## src/rtl/id_ex_stage_reg.sv

```systemverilog
// rtl/id_ex_stage_reg.sv - ID/EX pipeline register with load-use hazard detection and stall counter
module id_ex_stage_reg #(
    parameter int XLEN   = 32,
    parameter int CTRL_W = 8,
    parameter int CNT_W  = 16
) (
    input  logic              clk,
    input  logic              rst_n,
    input  logic              id_valid,
    input  logic [XLEN-1:0]   id_pc,
    input  logic [XLEN-1:0]   id_imm,
    input  logic [4:0]        id_rs1,
    input  logic [4:0]        id_rs2,
    input  logic [4:0]        id_rd,
    input  logic              id_uses_rs1,
    input  logic              id_uses_rs2,
    input  logic [XLEN-1:0]   id_regRData1,
    input  logic [XLEN-1:0]   id_regRData2,
    input  logic              id_regWrite,
    input  logic              id_memRead,
    input  logic [CTRL_W-1:0] id_ctrl,
    input  logic [4:0]        wb_rd,
    input  logic              wb_rw,
    input  logic [XLEN-1:0]   wb_data,
    input  logic              ex_flush,
    input  logic              ex_stall,
    output logic              id_ex_valid,
    output logic [XLEN-1:0]   id_ex_pc,
    output logic [XLEN-1:0]   id_ex_imm,
    output logic [4:0]        id_ex_rs1,
    output logic [4:0]        id_ex_rs2,
    output logic [4:0]        id_ex_rd,
    output logic [XLEN-1:0]   id_ex_data_regRData1,
    output logic [XLEN-1:0]   id_ex_data_regRData2,
    output logic              id_ex_regWrite,
    output logic              id_ex_memRead,
    output logic [CTRL_W-1:0] id_ex_ctrl,
    output logic              stall_if_id,
    output logic [CNT_W-1:0]  stall_cycles
);

    logic              valid_q, valid_d;
    logic [XLEN-1:0]   pc_q, pc_d, imm_q, imm_d;
    logic [4:0]        rs1_q, rs1_d, rs2_q, rs2_d, rd_q, rd_d;
    logic [XLEN-1:0]   op1_q, op1_d, op2_q, op2_d;
    logic              reg_write_q, reg_write_d, mem_read_q, mem_read_d;
    logic [CTRL_W-1:0] ctrl_q, ctrl_d;
    logic [CNT_W-1:0]  stall_cnt_q, stall_cnt_d;
    logic              hazard;
    logic              stall;

    // A WB write landing this cycle overrides stale register-file data; x0 is never patched.
    function automatic logic [XLEN-1:0] wb_patch(input logic [4:0] rs, input logic [XLEN-1:0] data,
                                                 input logic rw, input logic [4:0] rd,
                                                 input logic [XLEN-1:0] wdata);
        return (rw && rd != 5'd0 && rd == rs) ? wdata : data;
    endfunction

    always_comb begin
        hazard = id_valid && valid_q && mem_read_q && (rd_q != 5'd0) &&
                 ((id_uses_rs1 && id_rs1 == rd_q) || (id_uses_rs2 && id_rs2 == rd_q));
        stall  = rst_n && (ex_stall || (hazard && !ex_flush));

        valid_d     = valid_q;
        pc_d        = pc_q;
        imm_d       = imm_q;
        rs1_d       = rs1_q;
        rs2_d       = rs2_q;
        rd_d        = rd_q;
        op1_d       = wb_patch(rs1_q, op1_q, wb_rw, wb_rd, wb_data);
        op2_d       = wb_patch(rs2_q, op2_q, wb_rw, wb_rd, wb_data);
        reg_write_d = reg_write_q;
        mem_read_d  = mem_read_q;
        ctrl_d      = ctrl_q;

        if (ex_flush || (!ex_stall && hazard)) begin
            valid_d     = 1'b0;
            pc_d        = '0;
            imm_d       = '0;
            rs1_d       = '0;
            rs2_d       = '0;
            rd_d        = '0;
            op1_d       = '0;
            op2_d       = '0;
            reg_write_d = 1'b0;
            mem_read_d  = 1'b0;
            ctrl_d      = '0;
        end else if (!ex_stall) begin
            valid_d     = id_valid;
            pc_d        = id_pc;
            imm_d       = id_imm;
            rs1_d       = id_rs1;
            rs2_d       = id_rs2;
            rd_d        = id_rd;
            op1_d       = wb_patch(id_rs1, id_regRData1, wb_rw, wb_rd, wb_data);
            op2_d       = wb_patch(id_rs2, id_regRData2, wb_rw, wb_rd, wb_data);
            reg_write_d = id_regWrite && id_valid;
            mem_read_d  = id_memRead && id_valid;
            ctrl_d      = id_ctrl;
        end

        stall_cnt_d = (stall && stall_cnt_q != {CNT_W{1'b1}}) ? stall_cnt_q + 1'b1 : stall_cnt_q;
    end

    always_ff @(posedge clk) begin
        if (!rst_n) begin
            valid_q     <= 1'b0;
            pc_q        <= '0;
            imm_q       <= '0;
            rs1_q       <= '0;
            rs2_q       <= '0;
            rd_q        <= '0;
            op1_q       <= '0;
            op2_q       <= '0;
            reg_write_q <= 1'b0;
            mem_read_q  <= 1'b0;
            ctrl_q      <= '0;
            stall_cnt_q <= '0;
        end else begin
            valid_q     <= valid_d;
            pc_q        <= pc_d;
            imm_q       <= imm_d;
            rs1_q       <= rs1_d;
            rs2_q       <= rs2_d;
            rd_q        <= rd_d;
            op1_q       <= op1_d;
            op2_q       <= op2_d;
            reg_write_q <= reg_write_d;
            mem_read_q  <= mem_read_d;
            ctrl_q      <= ctrl_d;
            stall_cnt_q <= stall_cnt_d;
        end
    end

    assign id_ex_valid          = valid_q;
    assign id_ex_pc             = pc_q;
    assign id_ex_imm            = imm_q;
    assign id_ex_rs1            = rs1_q;
    assign id_ex_rs2            = rs2_q;
    assign id_ex_rd             = rd_q;
    assign id_ex_data_regRData1 = op1_q;
    assign id_ex_data_regRData2 = op2_q;
    assign id_ex_regWrite       = reg_write_q;
    assign id_ex_memRead        = mem_read_q;
    assign id_ex_ctrl           = ctrl_q;
    assign stall_if_id          = stall;
    assign stall_cycles         = stall_cnt_q;

endmodule
```

## config.mk

```make
export PLATFORM = sky130hd
export DESIGN_NAME = id_ex_stage_reg
export DESIGN_NICKNAME = d
export VERILOG_FILES = /design/src/rtl/id_ex_stage_reg.sv
export SDC_FILE = /design/constraint.sdc
export NUM_CORES = 1
export LEC_CHECK = 0
export BUFFER_PORTS_ARGS = -buffer_cell sky130_fd_sc_hd__buf_2
export CAP_MARGIN = 40
export CORE_ASPECT_RATIO = 1.75
export CORE_MARGIN = 8
export CORE_UTILIZATION = 40
export DETAILED_ROUTE_END_ITERATION = 7
export HOLD_SLACK_MARGIN = 0.15
export PLACE_DENSITY = 0.81
export SYNTH_ARGS = -nofsm -noshare
export SYNTH_HDL_FRONTEND = slang
export SYNTH_SLANG_ARGS = --single-unit
```

## constraint.sdc

```tcl
create_clock -name clk -period 3 [get_ports clk]
set_input_delay 0.6 -clock clk [delete_from_list [all_inputs] [get_ports clk]]
set_output_delay 0.6 -clock clk [all_outputs]
set_load 0.1 [all_outputs]
```

Word-level counts from Yosys, hierarchy flattened
Index checks and enable logic that the tools add are counted.

Register bits: 170. Input bits: 198. Output and inout port bits: 171. Word-level logic and storage cells: 54.

Add/subtract/negate cells: 1. Equality and inequality tests: 9. Multiplexer cells: 6. Bitwise operators: 1. Reductions and logical operators: 25.

Operators by type and width (count): two-way mux 32 bit (6); == test 5 bit (6); logical AND 1 bit (17); adder 16 x 1 -> 16 bit, second input constant (1); inequality test 16 bit, second input constant (1); nonzero test 5 bit (2); inequality test 2 x 1 -> 1 bit, second input constant (2); logical OR 1 bit (3); logical NOT 1 bit (2); OR reduction 2 bit (1); inverter 1 bit (1).

Longest topological paths before layout
Gate-level depths: netlist of the first run.

Word-level depth: 8. Depth in mapped cells: 9.

Worst setup path after synthesis of the first run
OpenSTA, ideal clock, no wires.

Path type: reg2out. Start: register rd_q[3] (netlist: id_ex_rd[3]). End: output port stall_if_id. Arrival: 3.442 ns. Data required time: 2.400 ns. Path slack: -1.042 ns. Cell stages (with the launch flop): 6. Buffers on the path: 0. Cells stage by stage: dfxtp_1 xor2_1 nor4_1 a32oi_1 or3_1 a21oi_1.

Word-level cells in the longest chain between the ends: 7. Elaborated cells between the ends (all ways): 11. Classes of those cells: eq/ne: 2; reduce/logical: 9.

RTL lines: start, declared (line 44) `logic [4:0] rs1_q, rs1_d, rs2_q, rs2_d, rd_q, rd_d;`; start signal, assigned (line 125) `rd_q <= rd_d;`; == test 5 bit (line 61) `((id_uses_rs1 && id_rs1 == rd_q) || (id_uses_rs2 && id_rs2 == rd_q));`; logical AND 1 bit (line 61); logical OR 1 bit (line 61); logical AND 1 bit (*) (line 60) `hazard = id_valid && valid_q && mem_read_q && (rd_q != 5'd0) &&`; logical AND 1 bit (*) (line 62) `stall = rst_n && (ex_stall || (hazard && !ex_flush));`; logical OR 1 bit (*) (line 62); logical AND 1 bit (*) (line 62); end, declared (line 38) `output logic stall_if_id,`.

Mark *: on every way between the ends. The rest lies on a longest branch, timed or not.

Final worst setup path of the first run
Same ends and word-level chain as after synthesis.

==> impl_metrics.json, run 1 <==
{
  "synth_commonest_cells": "170 x dfxtp_1, 145 x nor2_1, 137 x mux2i_1, 39 x a211oi_1, 32 x clkbuf_1",
  "synth_seq_cells": 170,
  "track_usage_pct": 21.9,
  "root_buffer": "clkbuf_16",
  "fp.coreArea_um2": 17500,
  "async_reset_ff_share_pct": 0,
  "yosys.area.top_type": "dfxtp_1",
  "finalCritPeriodShare_pct": 95.2,
  "drive_gt1_share_pct": 40.2,
  "tightestPinTransition_ns": 0.872,
  "synth_most_common_cell": "dfxtp_1",
  "status": "finished clean",
  "critPathCaptureType": "primary output",
  "maxSlewViolCount": 0,
  "crit_start": "id_ex_rd[3]$_SDFFE_PP0N_",
  "syn-num-nets": 930,
  "timing.rr.start": "id_ex_rd[1]$_SDFFE_PP0N_",
  "synth_edf_count": 0,
  "yosysTopAreaCellShare_pct": 47.6,
  "drc": 0,
  "htree_levels": 4,
  "max_freq_mhz": 350,
  "avgSynthCellArea_um2": 9.77,
  "cap_violations": 0,
  "grt_max_degree": 65,
  "num_rows": 64,
  "max-slew-margin-rel_pct": 41.9,
  "post-route-min-period_ns": 2.86,
  "num_vias": 6703,
  "tritoncts": "built",
  "synth_area_um2": 7140,
  "critical_path_class": "reg -> out",
  "antenna_left": 0,
  "firstDrtPassIters": 6,
  "clk_pin_slew_ns": 0.07,
  "cpMaxStageDelayCell": "or3_1",
  "die_area_um2": 22600,
  "critPathBufInv": 1,
  "numClockSinks": 170,
  "dp_hpwl_um": 19600,
  "ys.flop_type": "dfxtp_1",
  "floorplan.initialDensity_pct": 40.9,
  "syn-instance-count": 731,
  "layout.nets": 1277,
  "drt-wirelength-per-cell_um": 19.1,
  "ios": 369,
  "rsz0062_at_grt": "false",
  "ys_seq_area_share_pct": 47.6,
  "worstPathCellList": "xor2_1, nor4_2, a32oi_1, or3_1, a21oi_4, buf_12",
  "hold_start": "id_imm[13]",
  "fin_setup_tns_ns": 0,
  "cts_made_buffers": 17,
  "yosysWarnings": 0,
  "dieWidth_um": 117,
  "worstSetupStartpointType": "flop",
  "crit_family": "simple AND/OR/NAND/NOR gates",
  "worst_slack_ns": 0.143,
  "finClkSkew_ns": 0.0121,
  "cp_max_fo": 5,
  "die_h_um": 193,
  "crit_path_max_incr_delay_ns": 0.42,
  "yosys-top-cells-area": "dfxtp_1 48%, mux2i_1 19%, nor2_1 7.6%",
  "setup_viol_count_final": 0,
  "port_buffers": 368,
  "dp_slack_ns": 0.139,
  "ir_worst_vdd_v": 0.000378,
  "clk_latency_ns": 0.42,
  "drt-total-wl_um": 25300,
  "syn2layout_area_growth_pct": 38.5,
  "antenna_found_initial": 3,
  "worstPathArrival_ns": 2.26,
  "worstPathRequired_ns": 2.40,
  "synth_cell_types": 42,
  "grt_pass1_vias": 7035,
  "pwr_density_cell_nw_per_um2": 598,
  "grt_pass1_wl_um": 37700,
  "vias_per_cell": 5.06,
  "cts_setup_buffers": 0,
  "clock_path_buffers": 2,
  "drt_iter0_drc": 423,
  "grt_remaining_overflow": 0,
  "hold_viol_final": 0,
  "gp_congestion": 0.835,
  "hold_path_class": "in -> reg",
  "p_leak_nw": 4.89
}
[final cells by class]
cell class	count	area, um2
well taps	231	289
fillers	1580	7560
inverters	4	15.0
diodes	3	7.51
multi-input cells	501	3520
clock buffers	19	443
flip-flops and latches	170	3410
clock inverters	13	159
repair buffers	384	2050
[cells in the final DEF (no fill, tap or decap), types with 2 or more instances in the layout]
cell        synthesis  final
nand3_1            10     10
buf_4               1     11
nor3_1              2      2
diode_2             0      3
inv_6               0      4
xnor2_1            15     15
a211oi_2           10     10
nand2_1            27     27
a21oi_1            24     23
bufinv_16           0      2
a31oi_1             2      2
o31ai_1             7      6
dfxtp_1           170    166
a211oi_1           39     39
buf_12              0      7
o31a_1              2      2
clkinvlp_4          0      2
buf_2              17    366
inv_8               0      2
nor2_1            145    145
xor2_1             16     16
nor4_1              6      5
inv_1               4      4
a22oi_1            18     18
clkbuf_16           0     17
o211ai_1            3      3
o21ai_0             5      5
or4_1               6      6
nand4_1             3      3
or3_1               7      6
o21a_1              3      3
mux2i_1           137    137
dfxtp_2             0      4
clkinv_4            0      3
[layer usage]
layer,routed length [um],GRT usage (%)
met5,0,0
met4,844,11.1
met3,1980,5.92
met2,13200,38.2
met1,9280,23.5
[power by group]
part	internal, mW	leakage (nW)	total, mW	switching (mW)
Sequential	2.34	1.39	2.39	0.0481
Clock	1.28	0.289	2.26	0.987
Combinational	0.331	3.21	1.27	0.938
[registers in the layout (all words and copies together) (netlist names)]
signal / flops
id_ex_data_regRData2: 32
id_ex_regWrite: 1
stall_cycles: 16
id_ex_rs2: 5
id_ex_ctrl: 8
id_ex_imm: 32
id_ex_data_regRData1: 32
id_ex_valid: 1
id_ex_rd: 5
id_ex_pc: 32
id_ex_memRead: 1
id_ex_rs1: 5
[final timing paths]
kind                                       end  slack, ns  cells after the start
setup / recovery                   stall_if_id       0.14                      6
hold / removal      id_ex_imm[13]$_SDFFE_PP0N_       0.41                      3
hold reg to reg       id_ex_pc[9]$_SDFFE_PP0N_       0.49                      2
setup reg to reg  stall_cycles[9]$_SDFFE_PN0P_       0.52                      6
[kinds of logic (layout without fill, tap and decap cells)]
family	count (synthesis)	in the layout	synth area share (%)
and+or+nand+nor	213	213	12.6
xor gates and xnor gates	31	31	3.80
muxes	137	137	19.2
buffers and inverters	60	420	3.82
adders and majority gates	1	1	0.175
AOI/OAI and AO/OA	119	119	12.7
DFF	170	170	47.6
other	0	3	0
[repair_timing]
action,in CTS,in global routing
hold buffers,0,0
endpoints found under the setup margin,0,1
gates resized for setup,0,1
[through the flow]
stage                     hold slack, ns  instances  utilization [%]  power (mW)  instance area [um2]
after floorplan                    0.740        731                -        3.37                 7160
after global placement             0.468       1290             53.1        3.69                 9280
after detailed placement           0.479       1290             53.1        3.70                 9280
after CTS                          0.386       1322             56.6        5.98                 9880
after global routing               0.389       1325             56.7        6.13                 9890
final                              0.407       1325             56.7        5.92                 9890
[tightest hold or removal path, stage by stage]
cell and delay, ns:
buf_2 0.07, mux2i_1 0.05, nor2_1 0.07
No activity file was read; power rests on OpenSTA's default activity.
==> run 2, diff against run 1 <==
--- a/config.mk
+++ b/config.mk
@@ -7,7 +7,6 @@
 export LEC_CHECK = 0
 export BUFFER_PORTS_ARGS = -buffer_cell sky130_fd_sc_hd__buf_2
 export CAP_MARGIN = 40
-export CORE_ASPECT_RATIO = 1.75
 export CORE_MARGIN = 8
 export CORE_UTILIZATION = 40
 export DETAILED_ROUTE_END_ITERATION = 7
==> run 2 against run 1 <==
Effect of this change: via count grew 1.4%; largest power group unchanged; largest cell class unchanged; global-route usage is 1.4 points lower; critical endpoint unchanged; worst hold slack better by 0.0048 ns; power decreased by 2.4%; die area decreased by 0.75%.
==> impl_metrics.json, run 2 (synthesis results as in run 1) <==
{
  "max-slew-margin-rel_pct": 51.6,
  "drt_iter0_drc": 346,
  "cts_setup_buffers": 0,
  "worstSetupStartpointType": "flop",
  "reg2reg_slack_ns": 0.52,
  "pwr_density_cell_nw_per_um2": 584,
  "drive_gt1_share_pct": 40.4,
  "ios": 369,
  "cap_violations": 0,
  "stdcell_area_um2": 9890,
  "dp_slack_ns": 0.161,
  "hold_viol_final": 0,
  "grt_pass1_wl_um": 36200,
  "finalCritPeriodShare_pct": 96.5,
  "worst_slack_ns": 0.106,
  "drc": 0,
  "dieWidth_um": 150,
  "die_h_um": 150,
  "gp_congestion": 0.878,
  "die_area_um2": 22400,
  "firstDrtPassIters": 5,
  "antenna_found_initial": 3,
  "numClockSinks": 170,
  "dp_hpwl_um": 19000,
  "critical_path_class": "reg -> out",
  "critPathCaptureType": "primary output",
  "worstPathRequired_ns": 2.40,
  "clk_pin_slew_ns": 0.07,
  "finClkSkew_ns": 0.00991,
  "setup_viol_count_final": 0,
  "status": "finished clean",
  "post-route-min-period_ns": 2.89,
  "htree_levels": 4,
  "layout.nets": 1280,
  "grt_pass1_vias": 6757,
  "final_common_cell": "buf_2",
  "cts_made_buffers": 17,
  "ir_worst_vdd_v": 0.000370,
  "max_freq_mhz": 346,
  "cts_hold_buf": 0,
  "clock_path_buffers": 2,
  "drt-wirelength-per-cell_um": 18.4,
  "maxSlewViolCount": 0,
  "fp.coreArea_um2": 17700,
  "hold_path_class": "in -> reg",
  "num_rows": 49,
  "floorplan.initialDensity_pct": 40.3,
  "p_leak_nw": 4.89,
  "grt_remaining_overflow": 0,
  "num_vias": 6799,
  "final_cell_mix": "366 x buf_2, 166 x dfxtp_1, 145 x nor2_1",
  "grt_max_degree": 65,
  "cp_max_fo": 5,
  "root_buffer": "clkbuf_16",
  "worstPathArrival_ns": 2.29,
  "cts_resized": 0,
  "syn2layout_area_growth_pct": 38.4,
  "drt-total-wl_um": 24500,
  "port_buffers": 368,
  "placed_area_um2": 9300,
  "track_usage_pct": 20.5,
  "vias_per_cell": 5.13,
  "antenna_left": 0,
  "tightestPinTransition_ns": 0.726,
  "clk_latency_ns": 0.42,
  "tritoncts": "built"
}
-- run 2: final cells by class --
cell class,count,area [um2]
flip-flops and latches,170,3410
clock inverters,12,114
inverters,4,15.0
clock buffers,20,447
well taps,229,287
diodes,3,7.51
fillers,1556,7830
multi-input cells,501,3520
repair buffers,387,2080
-- run 2: final timing paths --
check | from | to | cells past startpoint
min | id_imm[24] | id_ex_imm[24]$_SDFFE_PP0N_ | 3
max reg2reg | id_ex_rd[0]$_SDFFE_PP0N_ | stall_cycles[1]$_SDFFE_PN0P_ | 7
min reg2reg | id_ex_ctrl[6]$_SDFFE_PP0N_ | id_ex_ctrl[6]$_SDFFE_PP0N_ | 2
max | id_ex_rd[0]$_SDFFE_PP0N_ | stall_if_id | 6
-- run 2: layer usage --
metal | share of wire (%) | up-vias | GRT usage (%)
met4 | 3.1 | 0 | 9.29
met1 | 38 | 3176 | 23.3
li1 | - | 3279 | -
met5 | 0 | - | 0
met2 | 50 | 296 | 34.9
met3 | 8.7 | 48 | 6.02
-- run 2: power by group --
part | switching (mW) | internal, mW | leakage [nW]
Sequential | 0.0472 | 2.34 | 1.39
Combinational | 0.941 | 0.334 | 3.23
Clock | 0.937 | 1.18 | 0.264
-- run 2: through the flow --
stage / TNS [ns] / util, % / instances / total power, mW / hold WS [ns]
after floorplan: 0 / - / 731 / 3.37 / 0.740
after global placement: 0 / 52.4 / 1290 / 3.69 / 0.468
after detailed placement: 0 / 52.5 / 1291 / 3.71 / 0.480
after CTS: 0 / 55.7 / 1323 / 5.82 / 0.394
after global routing: -0.00780 / 55.8 / 1326 / 5.99 / 0.399
final: 0 / 55.8 / 1326 / 5.77 / 0.412
-- run 2: worst max-delay path: stages (launching register included) --
cell,delay [ns]
dfxtp_2,0.36
xor2_1,0.18
nor4_2,0.34
a32oi_2,0.20
or3_1,0.43
a21oi_4,0.18
buf_12,0.19
==> run 3, diff against run 2 <==
==> constraint.sdc (replaced) <==
create_clock -name clk -period 3.12 [get_ports clk]
set_input_delay 0.624 -clock clk [delete_from_list [all_inputs] [get_ports clk]]
set_output_delay 0.624 -clock clk [all_outputs]
set_load 0.1 [all_outputs]
==> run 3 against run 2 <==
Effect of this change: via count down 1.5%; final cell count decreased by 0.68%; non-clock buffer count is 6 lower; clock skew up 0.0022 ns; critical endpoint unchanged; register-to-register slack better by 0.04 ns; highest routed layer is now met5; clock power is essentially flat.
==> impl_metrics.json, run 3 (synthesis results as in run 1) <==
{
  "status": "finished clean",
  "track_usage_pct": 19.9,
  "cts_setup_buffers": 0,
  "hold_viol_final": 0,
  "tritoncts": "built",
  "worstPathRequired_ns": 2.50,
  "p_int_mw": 3.71,
  "rsz0062_at_grt": "false",
  "reg2reg_slack_ns": 0.56,
  "die_area_um2": 22400,
  "critical_path_class": "reg -> out",
  "vias_per_cell": 5.09,
  "firstDrtPassIters": 4,
  "fp.coreArea_um2": 17700,
  "finClkSkew_ns": 0.0122,
  "cp_max_fo": 5,
  "drt-wirelength-per-cell_um": 17.9,
  "gp_congestion": 0.901,
  "holdPathStages": 3,
  "cts_resized": 1,
  "htree_levels": 4,
  "final_common_cell": "buf_2",
  "dieWidth_um": 150,
  "syn2layout_area_growth_pct": 37.7,
  "maxSlewViolCount": 0,
  "combPwrFrac_pct": 21.7,
  "root_buffer": "clkbuf_16",
  "post-route-min-period_ns": 3.00,
  "hold_path_class": "in -> reg",
  "drt_iter0_drc": 247,
  "final_cells": 1317,
  "antenna_left": 0,
  "final_cell_mix": "366 x buf_2, 167 x dfxtp_1, 145 x nor2_1",
  "fin_setup_tns_ns": 0,
  "clk_latency_ns": 0.42,
  "cts_made_buffers": 17,
  "worstPathArrival_ns": 2.37,
  "holdWs_ns": 0.428,
  "max_freq_mhz": 334,
  "clkPwrFrac_pct": 37.2,
  "layout.nets": 1274,
  "num_vias": 6700,
  "switching_share_pct": 33.5,
  "ios": 369,
  "critPathCaptureType": "primary output",
  "setup_viol_count_final": 0,
  "p_switching_mw": 1.87,
  "port_buffers": 368,
  "drc": 0,
  "die_h_um": 150,
  "finalCritPeriodShare_pct": 96.1,
  "p_leak_nw": 4.87,
  "floorplan.initialDensity_pct": 40.3,
  "utilization_pct": 55.5,
  "cap_violations": 0,
  "ir_worst_vdd_v": 0.000365,
  "pwr_density_cell_nw_per_um2": 568,
  "pwr-share-seq_pct": 41.1,
  "num_rows": 49,
  "dp_hpwl_um": 18100,
  "worstSetupStartpointType": "flop",
  "tightestPinTransition_ns": 0.660,
  "grt_pass1_wl_um": 35300,
  "drive_gt1_share_pct": 39.9,
  "max-slew-margin-rel_pct": 56.0,
  "clock_path_buffers": 2,
  "ff2ff_path_depth": 7,
  "drt-total-wl_um": 23600,
  "grt_max_degree": 98,
  "dp.cells": 1285,
  "grt_pass1_vias": 6544,
  "grt_remaining_overflow": 0,
  "numClockSinks": 170,
  "power.total_mw": 5.58,
  "antenna_found_initial": 2,
  "cts_hold_buf": 0,
  "clk_pin_slew_ns": 0.08
}
[run 3: per-layer routing]
layer,share of wire [%],wire (um),GRT usage (%)
met1,39,9300,22.8
met4,3.5,837,9.79
met5,0.055,13,0
met2,49,11500,32.8
met3,8.4,1990,6.47
[run 3: layout make-up]
cell class | count | area [um2]
diodes | 1 | 2.50
repair buffers | 381 | 2030
inverters | 4 | 15.0
clock buffers | 19 | 443
clock inverters | 12 | 131
multi-input cells | 501 | 3520
fillers | 1593 | 7890
well taps | 229 | 287
flip-flops and latches | 170 | 3410
[run 3: worst paths after layout]
kind	startpoint	to
max	id_ex_rd[3]$_SDFFE_PP0N_	stall_if_id
min	id_pc[20]	id_ex_pc[20]$_SDFFE_PP0N_
max reg2reg	id_ex_rd[0]$_SDFFE_PP0N_	stall_cycles[15]$_SDFFE_PN0P_
min reg2reg	id_ex_pc[9]$_SDFFE_PP0N_	id_ex_pc[9]$_SDFFE_PP0N_
[run 3: per-stage QoR]
stage	setup WS, ns	area [um2]
after detailed placement	0.150	9250
final	0.123	9830
after floorplan	0.0138	7160
after global placement	0.237	9250
after CTS	0.0805	9830
after global routing	0.0302	9830
[run 3: power by group through the flow]
stage,clock network (mW),registers (mW),logic [mW]
after floorplan,0,2.90,0.346
after global placement,0,2.34,1.20
after detailed placement,0,2.34,1.21
after CTS,2.14,2.29,1.22
after global routing,2.22,2.30,1.27
final,2.08,2.29,1.21
[run 3: critical path, cell delays in order, from the launching register on]
cell and delay [ns]:
dfxtp_2 0.36, xor2_1 0.18, nor4_2 0.40, a32oi_1 0.18
or3_1 0.43, a21oi_4 0.21, buf_12 0.19
